`src/rtl/lvds_word_aligner.sv`:
```
// -----------------------------------------------------------------------------
// lvds_word_aligner
//
// Word aligner that sits behind an LVDS deserializer, in its core-clock domain.
// Raw deserialized words arrive with an unknown bit slip. The aligner slides a
// DATA_W-bit window across the last two words until the window shows the
// training pattern. It then confirms the pattern over LOCK_COUNT consecutive
// training words, freezes the offset and supervises lock during later training
// periods.
//
// Ports
//   clk             in   deserializer core clock
//   reset           in   asynchronous, active-high reset
//   rx_data         in   raw deserialized word                  [DATA_W]
//   rx_valid        in   rx_data valid this cycle (accepted word)
//   train_en        in   link currently carries TRAIN_PATTERN
//   data_out        out  aligned word, one cycle after acceptance [DATA_W]
//   data_out_valid  out  rx_valid delayed by one cycle
//   locked          out  alignment locked (registered)
//   offset          out  current bit offset                    [$clog2(DATA_W)]
//   err_cnt         out  saturating count of training mismatches while locked
// -----------------------------------------------------------------------------
module lvds_word_aligner #(
  parameter int unsigned        DATA_W        = 8,
  parameter logic [DATA_W-1:0]  TRAIN_PATTERN = 8'hF1,
  parameter int unsigned        LOCK_COUNT    = 16,
  parameter int unsigned        LOSS_COUNT    = 4,
  localparam int unsigned       OFF_W         = $clog2(DATA_W)
) (
  input  logic              clk,
  input  logic              reset,
  input  logic [DATA_W-1:0] rx_data,
  input  logic              rx_valid,
  input  logic              train_en,
  output logic [DATA_W-1:0] data_out,
  output logic              data_out_valid,
  output logic              locked,
  output logic [OFF_W-1:0]  offset,
  output logic [15:0]       err_cnt
);

  // FSM encoding
  localparam logic [1:0] S_SEARCH  = 2'd0;
  localparam logic [1:0] S_CONFIRM = 2'd1;
  localparam logic [1:0] S_LOCKED  = 2'd2;

  localparam logic [OFF_W-1:0] OFF_MAX    = OFF_W'(DATA_W - 1);
  localparam logic [7:0]       LOCK_CNT_8 = 8'(LOCK_COUNT);
  localparam logic [7:0]       LOSS_CNT_8 = 8'(LOSS_COUNT);
  localparam logic [15:0]      ERR_MAX    = 16'hFFFF;

  // Registers
  logic [1:0]        r_state;
  logic [DATA_W-1:0] r_prev;
  logic [OFF_W-1:0]  r_offset;
  logic [7:0]        r_match_cnt;
  logic [7:0]        r_miss_cnt;
  logic [15:0]       r_err_cnt;
  logic [DATA_W-1:0] r_data_out;
  logic              r_data_out_valid;
  logic              r_locked;

  // Window and next-state wires
  logic [2*DATA_W-1:0] w_combined;
  logic [2*DATA_W-1:0] w_shifted;
  logic [DATA_W-1:0]   w_cand;
  logic                w_match;
  logic [OFF_W-1:0]    w_offset_inc;
  logic [7:0]          w_match_cnt_inc;
  logic [7:0]          w_miss_cnt_inc;
  logic [15:0]         w_err_cnt_sat;

  logic [1:0]          w_state_nxt;
  logic [OFF_W-1:0]    w_offset_nxt;
  logic [7:0]          w_match_cnt_nxt;
  logic [7:0]          w_miss_cnt_nxt;
  logic [15:0]         w_err_cnt_nxt;

  // The current word sits above the previous one, so a right shift by the
  // offset pulls bits from the older word into the bottom of the window. For a
  // constant input stream this is a rotate-right by the offset.
  assign w_combined = {rx_data, r_prev};
  assign w_shifted  = w_combined >> r_offset;
  assign w_cand     = w_shifted[DATA_W-1:0];
  assign w_match    = (w_cand == TRAIN_PATTERN);

  // Offset walks 0..DATA_W-1 and wraps, which also covers non-power-of-two
  // word widths where the counter has spare codes.
  assign w_offset_inc    = (r_offset == OFF_MAX) ? '0 : r_offset + OFF_W'(1);
  assign w_match_cnt_inc = r_match_cnt + 8'd1;
  assign w_miss_cnt_inc  = r_miss_cnt + 8'd1;
  assign w_err_cnt_sat   = (r_err_cnt == ERR_MAX) ? r_err_cnt : r_err_cnt + 16'd1;

  // NOTE: every output of this block is given a default first, so no path
  // through the case statement leaves a signal unassigned and no latch forms.
  always_comb begin
    w_state_nxt     = r_state;
    w_offset_nxt    = r_offset;
    w_match_cnt_nxt = r_match_cnt;
    w_miss_cnt_nxt  = r_miss_cnt;
    w_err_cnt_nxt   = r_err_cnt;

    // Only accepted training words move the FSM; payload words and idle
    // cycles leave every counter untouched.
    if (rx_valid && train_en) begin
      case (r_state)
        S_SEARCH: begin
          if (w_match) begin
            w_match_cnt_nxt = 8'd1;
            w_state_nxt     = (LOCK_CNT_8 == 8'd1) ? S_LOCKED : S_CONFIRM;
          end else begin
            w_offset_nxt = w_offset_inc;
          end
        end

        S_CONFIRM: begin
          if (w_match) begin
            w_match_cnt_nxt = w_match_cnt_inc;
            // Locks on the same edge that accepts the LOCK_COUNT-th match.
            if (w_match_cnt_inc == LOCK_CNT_8) begin
              w_state_nxt = S_LOCKED;
            end
          end else begin
            w_state_nxt     = S_SEARCH;
            w_offset_nxt    = w_offset_inc;
            w_match_cnt_nxt = 8'd0;
          end
        end

        S_LOCKED: begin
          if (w_match) begin
            w_miss_cnt_nxt = 8'd0;
          end else begin
            // The deciding mismatch is still counted as an error before the
            // FSM falls back to search at the unchanged offset.
            w_err_cnt_nxt = w_err_cnt_sat;
            if (w_miss_cnt_inc == LOSS_CNT_8) begin
              w_state_nxt     = S_SEARCH;
              w_miss_cnt_nxt  = 8'd0;
              w_match_cnt_nxt = 8'd0;
            end else begin
              w_miss_cnt_nxt = w_miss_cnt_inc;
            end
          end
        end

        default: begin
          w_state_nxt     = S_SEARCH;
          w_match_cnt_nxt = 8'd0;
          w_miss_cnt_nxt  = 8'd0;
        end
      endcase
    end
  end

  // NOTE: sequential state uses non-blocking assignments so every register
  // samples the pre-edge values of the others, independent of statement order.
  always_ff @(posedge clk or posedge reset) begin
    if (reset) begin
      r_state          <= S_SEARCH;
      r_prev           <= '0;
      r_offset         <= '0;
      r_match_cnt      <= 8'd0;
      r_miss_cnt       <= 8'd0;
      r_err_cnt        <= 16'd0;
      r_data_out       <= '0;
      r_data_out_valid <= 1'b0;
      r_locked         <= 1'b0;
    end else begin
      r_data_out_valid <= rx_valid;
      if (rx_valid) begin
        r_prev      <= rx_data;
        r_data_out  <= w_cand;
        r_state     <= w_state_nxt;
        r_offset    <= w_offset_nxt;
        r_match_cnt <= w_match_cnt_nxt;
        r_miss_cnt  <= w_miss_cnt_nxt;
        r_err_cnt   <= w_err_cnt_nxt;
        // Registered from the next state so it tracks r_state exactly and
        // reaches the port straight from a flop.
        r_locked    <= (w_state_nxt == S_LOCKED);
      end
    end
  end

  assign data_out       = r_data_out;
  assign data_out_valid = r_data_out_valid;
  assign locked         = r_locked;
  assign offset         = r_offset;
  assign err_cnt        = r_err_cnt;

endmodule
```
`config.mk`:
```
export PLATFORM = sky130hd
export DESIGN_NAME = lvds_word_aligner
export DESIGN_NICKNAME = d
export VERILOG_FILES = /design/src/rtl/lvds_word_aligner.sv
export SDC_FILE = /design/constraint.sdc
export NUM_CORES = 1
export LEC_CHECK = 0
export ABC_AREA = 1
export CORE_UTILIZATION = 53
export DETAILED_ROUTE_END_ITERATION = 7
export GPL_ROUTABILITY_DRIVEN = 0
export PLACE_DENSITY = 0.76
export SETUP_SLACK_MARGIN = 0.3
export SYNTH_ARGS = -nofsm -noshare
export SYNTH_HDL_FRONTEND = slang
export SYNTH_SLANG_ARGS = --single-unit
```
`constraint.sdc`:
```
create_clock -name clk -period 2.8 [get_ports clk]
set_input_delay 0.56 -clock clk [delete_from_list [all_inputs] [get_ports clk]]
set_output_delay 0.56 -clock clk [all_outputs]
set_load 0.02 [all_outputs]
```
======== Yosys cells after proc, flatten, opt, wreduce, memory -nomap -nowiden ========
Cells that the tools add are included.
storage, ports and cells
  register bits after elaboration ......... 55
  logic and storage cells ................. 51
operators by class
  add/sub/neg operators ................... 4
  eq/ne operators ......................... 11
  shift operators ......................... 1
  multiplexer cells ....................... 16
  bitwise gates (word level) .............. 3
  reductions and logical operators ........ 7
operator list
  cell                     number
  $mux W8                  6
  $pmux W8 S3              1
  $add A16 B1 Y16 const B  1
  $add A8 B1 Y8 const B    2
  $eq A16 B16 Y1 const B   1
  $pmux W8 S2              1
  $shr A16 B3 Y8           1
  $mux W2                  6
  $reduce_and A5 Y1        2
  $eq A8 B3 Y1 const B     1
  $eq A8 B5 Y1 const B     1
  $eq A8 B8 Y1 const B     1
  $ne A2 B2 Y1 const B     3
  $pmux W2 S3              1
  $eq A2 B2 Y1 const B     2
  $reduce_and A4 Y1        1
  $add A3 B1 Y3 const B    1
  $eq A3 B3 Y1 const B     1
  $mux W3                  1
  $not A1 Y1               3
  $reduce_and A3 Y1        1
  $eq A2 B1 Y1 const B     1
  $logic_not A2 Y1         1
  $reduce_or A2 Y1         1
  $logic_and A1 B1 Y1      1

======== Logic depth before layout (Yosys ltp) ========
Gate-level depths: netlist of run 1.
  depth in word-level cells ............... 7
  depth in mapped cells ................... 18
  mapped depth without buffers ............ 17

======== Worst setup path after synthesis of run 1 ========
OpenSTA, ideal clock, no wires.
  path kind ............................... register -> register
  start point ............................. reg r_offset[0], in the netlist offset[0]
  end point ............................... reg r_err_cnt[2], in the netlist err_cnt[2]
  data arrival time ....................... 1.803 ns
  data required time ...................... 2.666 ns
  slack ................................... 0.863 ns
  stages on the path, launching flop included .. 16
  cell sequence ........................... dfrtp_1 > buf_6 > inv_4 > buf_6 > nand2_2 > nand2_1 > nand2_1 > nand3_1 > nand2_1 > nand2_1 > nor2_2 > nand2_4 > nand2_2 > buf_6 > nor2_1 > xor2_1
between the ends
  word-level cells in the longest chain between the ends .. 4
RTL lines
  item                         RTL line  source
  from (decl)                  55        logic [OFF_W-1:0] r_offset;
  from (signal assigned)       175       r_offset <= w_offset_nxt;
  $shr A16 B3 Y8               83        assign w_shifted = w_combined >> r_offset;
  $eq A8 B8 Y1                 85        assign w_match = (w_cand == TRAIN_PATTERN);
  $not A1 Y1 (no line)         --
  $reduce_and A5 Y1 (no line)  --
  to (signal assigned)         178       r_err_cnt <= w_err_cnt_nxt;
  to (decl)                    58        logic [15:0] r_err_cnt;
Every way passes these cells.
A chain may end at the register's enable or synchronous reset.

======== Final worst setup path of run 1 ========
  start point ............................. in rx_data[0]
  end point ............................... reg r_match_cnt[5]
between the ends
  word-level cells in the longest chain between the ends .. 4
  elaborated cells on any way between the ends .. 7
  classes of those cells .................. eq/ne (3); shift (1); mux (2); reduce/logical (1)
RTL lines
  item                                                               RTL line  source
  from (decl)                                                        32        input logic [DATA_W-1:0] rx_data,
  $shr A16 B3 Y8 (*)                                                 83
  $eq A8 B8 Y1 (*)                                                   85
  $ne A2 B2 Y1 (no line) / $mux W8 (equally long branches)           --
  $reduce_and A5 Y1 (no line) / $pmux W8 S3 (equally long branches)  --
  to (signal assigned)                                               176       r_match_cnt <= w_match_cnt_nxt;
  to (decl)                                                          56        logic [7:0] r_match_cnt;
Every way passes the cells marked *; elsewhere a longest branch is shown, timed or not.

==> results.md, run 1 <==
* DP Wirelength at 5280 um
* Tcrit/Tclk final at 0.807
* Synthesized flop and latch total at 55
* Ys async rst share at 1.00
* Clock transition at the registers of the reported paths at 0.10 ns
* Worst hold-check path type: flip-flop to flip-flop
* Static leakage at between 1.5 and 2 nW
* Post-DR wirelength/cell at 12.6 um
* Cell Rows at 28
* First-pass GRT wire length at 12000 um
* Largest net degree at the start of global routing at 27
* Post-Syn Nets at 466
* Top Ports at slightly above 40
* Reg2reg setup slack at 0.58 ns
* Worst setup margin at 0.541 ns
* Pre-CTS setup slack at 0.225 ns
* WL final at 7080 um
* Gr ovfl total at 0
* Synth warn at 0
* Max Transition Viols Final at 0
* Area Growth Syn to Fin at 16.7%
* Share of cells above drive strength 1 at 0.0615
* Max Cap Viol at 0
* Vias in the first global route at 2644
* Status: finished clean
* DRC at 0
* Clock Skew at 0.00859 ns
* Max FO, Critical Path at 12
* Starting Density at 0.550
* Slew @ Worst Pin at 0.559 ns
* Die X at 80.4 um
* Routed vias/inst at ~5.2
* Final net count at roughly 510
* Final min period at approximately 2.3 ns
* CTS Buf Count at 5
* Register Area at about 1400 um2
* Filler cell count at between 500 and 600
* # setup viols final at 0
* Initial antenna violation count at 0
* Mapped Avg Cell Area at just over 7 um2
* Unrepaired setup endpoints after global routing: true
* Crit end category: flip-flop
* CP required at 3.00 ns
* TritonCTS clock tree: yes
* Final TNS setup at 0 ns
* Dominant synthesized flop cell: dfrtp_1
* Drt initial violations at 155
* Cell count after synthesis at 448
* Antenna viol nets, final at 0
* Number of synthesized flops with an enable pin at 0
* Worst Path Arrival at ~2.5 ns
* Most frequent cells in the layout: nand2_1 (159), dfrtp_1 (55), nand3_1 (45)
* Maximum clock path buffer count at 2
* Post-layout util at 0.642
* Cell variety after synth at 31
* Routed vias at 2937
* H-Tree Depth at 2
* Die Height at 80.4 um
* Clock latency on the worst-skew pair at between 0.3 and 0.4 ns
* Max Freq at 443 MHz
* N_diodes at 0
* PortBufs at 40
* Maximum vdd drop at 0.000449 V
* Synth Cell Area at 3260 um2
* Die ar. at roughly 6500 um2
* Setup Crit Path Kind: primary input to flip-flop
* Core area at 5920 um2
* Hold Vio Cnt, Final at 0
* Crit path launch type: primary input
* Root buf cell: clkbuf_8
* Drt pass-1 iters at 5
* Commonest non-fill, non-tap cell in the layout: nand2_1
* PD cells at 644 nW/um2
* Slew margin rel. at 0.627
* Register area share after synthesis at 0.422
* Sink Count at 55
* Gr usage total at 0.240
* Multi-input logic area at between 1500 and 2000 um2
==> Yosys cell counts (all sizes together) (2+ instances only) <==
cell    number  area share
xnor2        3      0.0081
ha           6       0.023
nor2        43       0.053
buf          9       0.025
nor4         2      0.0038
dfrtp       55        0.42
clkbuf       4      0.0046
nor3         6      0.0092
o21ai       25       0.042
nand4        6       0.012
o22ai        5      0.0096
nand2      164        0.19
a21oi        6      0.0092
inv         43       0.050
a31oi        5      0.0096
nand3       47       0.075
xor2        15       0.040
==> power breakdown <==
part | internal, W | total [W] | switching (W)
clock network | 0.000226 | 0.000482 | 0.000256
logic | 0.000379 | 0.000970 | 0.000591
registers | 0.000900 | 0.000996 | 0.0000957
total | 0.00151 | 0.00245 | 0.000942
==> what timing repair did <==
| action | 4_1_cts | 5_1_grt |
|---|---|---|
| hold buffers | 0 | 0 |
| gates resized for setup | 0 | 2 |
| setup endpoints to repair | 0 | 4 |
| hold endpoints to repair | 0 | 0 |
| buffers inserted | 0 | 0 |
==> logic make-up after synthesis <==
| logic type | Yosys count | share of synthesized area |
|---|---|---|
| simple gates | 268 | 0.348 |
| flops | 55 | 0.422 |
| compound gates | 44 | 0.0772 |
| xor+xnor | 18 | 0.0484 |
| buf+inv | 57 | 0.0814 |
| fa+ha+maj | 6 | 0.0230 |
==> registers in the layout, summed over array words and instances, names as in the netlist <==
name / flops
data_out: 8
locked: 1
err_cnt: 16
r_match_cnt: 8
offset: 3
data_out_valid: 1
r_miss_cnt: 8
r_prev: 8
r_state: 2
==> worst paths after layout <==
check / startpoint / endpoint / cells past startpoint
setup / recovery: rx_data[0] / r_match_cnt[5] / 15
hold / removal: locked / locked / 2
setup reg to reg: offset[2] / r_match_cnt[5] / 12
hold reg to reg: locked / locked / 2
max in group asynchronous: reset / data_out[1] / 3
min in group asynchronous: reset / r_miss_cnt[5] / 2
==> per-stage QoR <==
step                      area, um2  std cells  hold WS (ns)  power [W]
after floorplan                3260        448         0.442    0.00166
after detailed placement       3690        555         0.480    0.00197
after CTS                      3790        563         0.504    0.00245
after global routing           3800        563         0.521    0.00263
after global placement         3690        555         0.457    0.00196
final                          3800        563         0.499    0.00245
==> metal layers <==
metal / vias to the layer above / GRT usage / wire length, um
met5: - / 0 / 0
met4: 0 / 0.0643 / 70
met3: 6 / 0.0580 / 362
met2: 70 / 0.377 / 3340
met1: 1353 / 0.330 / 3310
li1: 1508 / - / -
==> final cells by class <==
| type | instances | share of cell area |
|---|---|---|
| Multi-Input combinational cell | 336 | 0.427 |
| Inverter | 44 | 0.0451 |
| Tap cell | 75 | 0.0247 |
| Sequential cell | 55 | 0.362 |
| Clock buffer | 8 | 0.0263 |
| Timing Repair Buffer | 45 | 0.115 |
==> worst max-delay path, cell delays in order <==
cell	delay (ns)
clkdlybuf4s50_1	0.46
nand2_1	0.12
nand3_1	0.12
nand2_1	0.09
nand2_1	0.04
nand2_1	0.11
nand2_1	0.07
nor2_2	0.17
nand2_4	0.11
nand2_1	0.08
nand2_1	0.07
nand3_2	0.19
inv_1	0.13
nand2_1	0.08
o21ai_1	0.06
No activity file was read; power rests on OpenSTA's default activity.
==> run 2: changes to the inputs <==
==> constraint.sdc (replaced) <==
create_clock -name clk -period 2.3 [get_ports clk]
set_input_delay 0.46 -clock clk [delete_from_list [all_inputs] [get_ports clk]]
set_output_delay 0.46 -clock clk [all_outputs]
set_load 0.02 [all_outputs]
==> run 2 against run 1 <==
Effect of this change: first-iteration DRC count rose by 15%; combinational power grew 62%; via count is 8.3% higher; clock-buffer cell count fell by 2; critical path depth shrank 1; final cell count rose by 5.2%; hold slack worse by 0.14 ns; routed wire length increased by 13%; sequential cell count stayed put; global-route usage barely moved; final area is 12% higher; sequential power grew 20%.
==> results.md, run 2 (same netlist as run 1, synthesis figures left out) <==
* Status: finished clean
* Max Cap Viol at 0 (unchanged)
* CTS Buf Count at 5 (unchanged)
* Largest register FFs at 16 (unchanged)
* Static leakage at 2.05 nW (+12%)
* Setup Crit Path Kind: flip-flop to flip-flop
* Clock transition at the registers of the reported paths at 0.10 ns (about the same)
* Area Growth Syn to Fin at 30.8%
* Drt pass-1 iters at 4 (-1)
* Die ar. at 6460 um2 (unchanged)
* Die X at 80.4 um (unchanged)
* Worst hold-check path type: primary input to asynchronous set/reset pin
* Slew @ Worst Pin at 0.489 ns (-0.0704 ns)
* Hold Slack at 0.358 ns (-0.141 ns)
* Total net switching power at 0.00129 W (+37%)
* Core area at 5920 um2 (unchanged)
* Final min period at around 2 ns
* DP Wirelength at 5310 um (+0.54%)
* Maximum vdd drop at 0.000485 V (+8.0%)
* Logic pwr share at 0.476 (+0.080)
* Sink Count at 55 (unchanged)
* Die Height at 80.4 um (unchanged)
* DRC at 0 (unchanged)
* Maximum clock path buffer count at 2 (unchanged)
* Crit end category: flip-flop
* Max FO, Critical Path at 8 (-4)
* PortBufs at 40 (unchanged)
* Final net count at 534 (+5.7%)
* Largest net degree at the start of global routing at 49 (+81%)
* Starting Density at 0.550 (unchanged)
* Routed vias at 3180 (+8.3%)
* Post-DR wirelength/cell at 13.6 um (+7.9%)
* WL final at 8030 um (+13%)
* Gr ovfl total at 0 (unchanged)
* TritonCTS clock tree: yes
* Unrepaired setup endpoints after global routing: true
* Gr usage total at 0.240 (about the same)
* CP max-delay cell: dfrtp_2
* Worst Path Arrival at 2.23 ns (-0.23 ns)
* Top Ports at 41 (unchanged)
* Worst path bufs/invs at 1 (-1)
* Share of cells above drive strength 1 at 0.188 (+0.126)
* Root buf cell: clkbuf_8
* CP Cell Sequence: buf_12 > nand2_1 > nand3_2 > nand2_1 > nand2_1 > nand2_1 > nand2_1 > nor2_4 > nand2_4 > nor2_4 > nand2_4 > nor2_2 > nand2_2 > o21ai_1
* Top delay family on crit path: simple AND/OR/NAND/NOR gates
* CP required at 2.53 ns (-0.47 ns)
* Post-layout util at 0.720 (+0.0776)
* Vias in the first global route at 2872 (+8.6%)
* N_diodes at 0 (unchanged)
* CTS Hold Bufs at 0 (unchanged)
* First-pass GRT wire length at 12200 um (+1.6%)
* Clock latency on the worst-skew pair at 0.30 ns (about the same)
* H-Tree Depth at 2 (unchanged)
* Clock Skew at 0.00709 ns (-0.00150 ns)
* Commonest non-fill, non-tap cell in the layout: nand2_1
* Critical path's most frequent cell: nand2_1
* Filler cell count at 483 (-13%)
* Hold Vio Cnt, Final at 0 (unchanged)
* # setup viols final at 0 (unchanged)
* Max Freq at 499 MHz
* Initial antenna violation count at 0 (unchanged)
* Reg power frac at 0.364 (-0.043)
* Crit path launch type: flip-flop
* Net Sw Frac at 0.390 (+0.00545)
* Multi-input logic area at 1810 um2 (+12%)
* Max Transition Viols Final at 0 (unchanged)
* Most frequent cells in the layout: nand2_1 (143), dfrtp_1 (54), inv_1 (38)
* Register Area at 1380 um2 (about the same)
* Largest stage delay on the critical path at 0.51 ns (+0.05 ns)
* Antenna viol nets, final at 0 (unchanged)
* Internal Power at 0.00201 W (+34%)
* PD cells at 775 nW/um2 (+20%)
* Clk pwr share at 0.160 (-0.037)
* Slew margin rel. at 0.673 (+0.0463)
* Drt initial violations at 179 (+15%)
* Cell Rows at 28 (unchanged)
* Routed vias/inst at 5.37 (+3.0%)
* Tcrit/Tclk final at 0.871
## run 2: through the flow
step / setup WS (ns) / total power [W] / instance area [um2] / instances / TNS, ns
3_5_place_dp: -0.104 / 0.00261 / 3860 / 573 / -0.397
3_3_place_gp: -0.0554 / 0.00260 / 3860 / 573 / -0.204
4_1_cts: 0.295 / 0.00318 / 4020 / 586 / 0
5_1_grt: 0.170 / 0.00352 / 4260 / 592 / 0
6_report: 0.297 / 0.00330 / 4260 / 592 / 0
2_1_floorplan: 0.363 / 0.00202 / 3260 / 448 / 0
## run 2: worst register-to-register path, cell delays in order, from the launching register on
cell and delay, ns:
dfrtp_2 0.51, buf_12 0.18, nand2_1 0.10, nand3_2 0.11, nand2_1 0.07, nand2_1 0.04, nand2_1 0.08, nand2_1 0.09
nor2_4 0.12, nand2_4 0.11, nor2_4 0.18, nand2_4 0.09, nor2_2 0.12, nand2_2 0.06, o21ai_1 0.08
## run 2: area by class of cell
type / instances / area share
clock buffers: 6 / 0.0170
clock inverters: 2 / 0.00294
inverters: 44 / 0.0417
multi-input cells: 337 / 0.425
flip-flops and latches: 55 / 0.323
well taps: 75 / 0.0220
repair buffers: 73 / 0.168
## run 2: timing repair
action | in CTS | in global routing
gates cloned | 1 | 1
resized for setup | 9 | 53
endpoints found under the setup margin | 24 | 37
buffers inserted | 4 | 5
pin swaps | 3 | 17
## run 2: per-layer routing
metal | vias to the layer above | part of all wire | global-route usage
met5 | - | 0 | 0
met1 | 1516 | 0.44 | 0.317
met4 | 0 | 0.0079 | 0.0696
met3 | 6 | 0.049 | 0.0386
li1 | 1574 | - | -
met2 | 84 | 0.51 | 0.403
## run 2: power by group through the flow
stage	Clock [W]	Sequential, W	Combinational [W]
4_1_cts	0.000545	0.00119	0.00144
2_1_floorplan	0	0.00133	0.000694
6_report	0.000528	0.00120	0.00157
5_1_grt	0.000574	0.00122	0.00172
3_3_place_gp	0	0.00121	0.00139
3_5_place_dp	0	0.00121	0.00140
## run 2: final timing paths
check | cells past startpoint | from | to | slack [ns]
max in group asynchronous | 3 | reset | offset[0] | 1.42
setup / recovery | 14 | offset[0] | r_match_cnt[5] | 0.30
min in group clk | 3 | rx_data[2] | r_prev[2] | 0.48
hold reg to reg | 2 | r_prev[0] | r_prev[0] | 0.49
setup reg to reg | 14 | offset[0] | r_match_cnt[5] | 0.30
hold / removal | 2 | reset | r_miss_cnt[2] | 0.36
==> run 3: changes to the inputs <==
--- a/config.mk
+++ b/config.mk
@@ -6,10 +6,10 @@
 export NUM_CORES = 1
 export LEC_CHECK = 0
 export ABC_AREA = 1
-export CORE_UTILIZATION = 53
+export CORE_UTILIZATION = 56
 export DETAILED_ROUTE_END_ITERATION = 7
 export GPL_ROUTABILITY_DRIVEN = 0
-export PLACE_DENSITY = 0.76
+export PLACE_DENSITY = 0.79
 export SETUP_SLACK_MARGIN = 0.3
 export SYNTH_ARGS = -nofsm -noshare
 export SYNTH_HDL_FRONTEND = slang
==> run 3 against run 2 <==
Effect of this change: global-route usage increased by 2.5 points; sequential share of layout area decreased by 1.3 points; core utilization increased by 8.2 points; setup slack got worse by 0.076 ns; critical path depth unchanged; non-clock buffer count increased by 3; critical path type unchanged; largest power group unchanged; highest routed layer unchanged.
==> results.md, run 3 (same netlist as run 1, synthesis figures left out) <==
* Core area at 5540 um2 (-6.4%)
* Most frequent cells in the layout: nand2_1 (118), dfrtp_1 (53), inv_1 (38)
* Starting Density at 0.588 (+0.0378)
* Share of cells above drive strength 1 at 0.259 (+0.0710)
* Worst path bufs/invs at 2 (+1)
* Slew @ Worst Pin at 0.439 ns (-0.0495 ns)
* CP Cell Sequence: clkbuf_16 > nand2_2 > nand3_1 > nand2_1 > nand2_2 > nand2_2 > nand2_2 > nor2_4 > nand2_4 > nand2_4 > nand3_4 > buf_4 > nand2_1 > o21ai_1
* Max Cap Viol at 0 (unchanged)
* Die ar. at 6130 um2 (-5.2%)
* Crit path launch type: flip-flop
* Filler cell count at 365 (-24%)
* Maximum vdd drop at 0.000589 V (+21%)
* Commonest non-fill, non-tap cell in the layout: nand2_1
* Final min period at 2.08 ns (+0.0759 ns)
* Final net count at 539 (+0.94%)
* Setup Crit Path Kind: flip-flop to flip-flop
* First-pass GRT wire length at 12900 um (+5.5%)
* Unrepaired setup endpoints after global routing: true
* N_diodes at 0 (unchanged)
* Routed vias at 3386 (+6.5%)
* Hold Slack at 0.489 ns (+0.131 ns)
* Gr usage total at 0.265 (+0.0251)
* Worst Path Arrival at 2.31 ns (+0.08 ns)
* DP Wirelength at 5210 um (-1.9%)
* Tcrit/Tclk final at 0.904 (+0.0330)
* CP required at 2.53 ns (about the same)
* Antenna viol nets, final at 0 (unchanged)
* Max FO, Critical Path at 7 (-1)
* Initial antenna violation count at 0 (unchanged)
* Maximum clock path buffer count at 2 (unchanged)
* Die Height at 78.3 um (-2.6%)
* Root buf cell: clkbuf_8
* Largest register FFs at 16 (unchanged)
* Sink Count at 55 (unchanged)
* PortBufs at 40 (unchanged)
* H-Tree Depth at 2 (unchanged)
* Slew margin rel. at 0.706 (+0.0331)
* CP max-delay cell: dfrtp_2
* Crit end category: flip-flop
* # setup viols final at 0 (unchanged)
* Post-layout util at 0.801 (+0.0817)
* Die X at 78.3 um (-2.6%)
* Hold Vio Cnt, Final at 0 (unchanged)
* Post-DR wirelength/cell at 15.5 um (+14%)
* DRC at 0 (unchanged)
* Status: finished clean
* Routed vias/inst at 5.70 (+6.1%)
* Clock transition at the registers of the reported paths at 0.11 ns (about the same)
* Drt initial violations at 271 (+51%)
* Top delay family on crit path: simple AND/OR/NAND/NOR gates
* Drt pass-1 iters at 5 (+1)
* Gr ovfl total at 0 (unchanged)
* Pre-CTS setup slack at -0.150 ns (-0.0460 ns)
* Clock Skew at 0.00527 ns (-0.00181 ns)
* Static leakage at 2.12 nW (+3.1%)
* Area Growth Syn to Fin at 36.3%
* Critical path's most frequent cell: nand2_2
* Largest stage delay on the critical path at 0.54 ns (+0.03 ns)
* Worst setup margin at 0.221 ns (-0.0759 ns)
* TritonCTS clock tree: yes
* WL final at 9200 um (+15%)
* Vias in the first global route at 2967 (+3.3%)
* PD cells at 840 nW/um2 (+8.4%)
* Cell Rows at 27 (-3.6%)
* Max Freq at 481 MHz (-3.7%)
* Clock latency on the worst-skew pair at 0.33 ns (+0.03 ns)
* Worst hold-check path type: primary input to asynchronous set/reset pin
* Max Transition Viols Final at 0 (unchanged)
* Largest net degree at the start of global routing at 56 (+14%)
* Top Ports at 41 (unchanged)
* CTS Buf Count at 5 (unchanged)
==> run 3: area by class of cell <==
type,instances,area (um2),share of cell area
sequential,55,1380,0.311
clock inverter,3,23.8,0.00535
clock buffer,5,68.8,0.0155
inverter,44,181,0.0409
tap,72,90.1,0.0203
multi-input combinational,337,1950,0.438
timing repair inverter,2,13.8,0.00310
timing repair buffer,76,737,0.166
==> run 3: final timing paths <==
check	from	end	cells past startpoint	slack [ns]
setup / recovery	offset[0]	r_match_cnt[6]	14	0.22
hold / removal	reset	err_cnt[8]	3	0.49
setup reg to reg	offset[0]	r_match_cnt[6]	14	0.22
hold reg to reg	data_out[2]	data_out[2]	2	0.50
max in group asynchronous	reset	offset[1]	3	1.55
min in group clk	data_out[2]	data_out[2]	2	0.50
==> run 3: timing repair <==
action                                  CTS  global route
gates cloned                              1             3
endpoints found under the setup margin   21            37
hold endpoints to repair                  0             0
gates resized for setup                   8           100
hold buffers                              0             0
pin swaps                                 2            11
buffers inserted                          2            11
==> run 3: per-stage QoR <==
step / power (W) / instances / area, um2 / TNS (ns)
final: 0.00373 / 594 / 4440 / 0
after global routing: 0.00390 / 594 / 4440 / 0
after CTS: 0.00320 / 580 / 4000 / 0
after detailed placement: 0.00260 / 569 / 3850 / -0.771
after global placement: 0.00257 / 569 / 3850 / -0.243
after floorplan: 0.00202 / 448 / 3260 / 0
==> run 3: tightest hold or removal path: stages <==
cell	delay, ns
clkdlybuf4s50_1	0.41
inv_2	0.07
buf_12	0.27
==> run 3: per-layer routing <==
layer,up-vias,track usage,routed length [um]
met5,-,0,0
met4,0,0.106,374
met3,43,0.0488,629
met2,170,0.434,4470
met1,1591,0.347,3730
li1,1582,-,-
==> run 3: where the power goes <==
| group | internal, W | total, W | switching, W |
|---|---|---|---|
| combinational | 0.000826 | 0.00192 | 0.00109 |
| clock | 0.000219 | 0.000580 | 0.000361 |
| sequential | 0.00110 | 0.00123 | 0.000133 |
| total | 0.00214 | 0.00373 | 0.00158 |
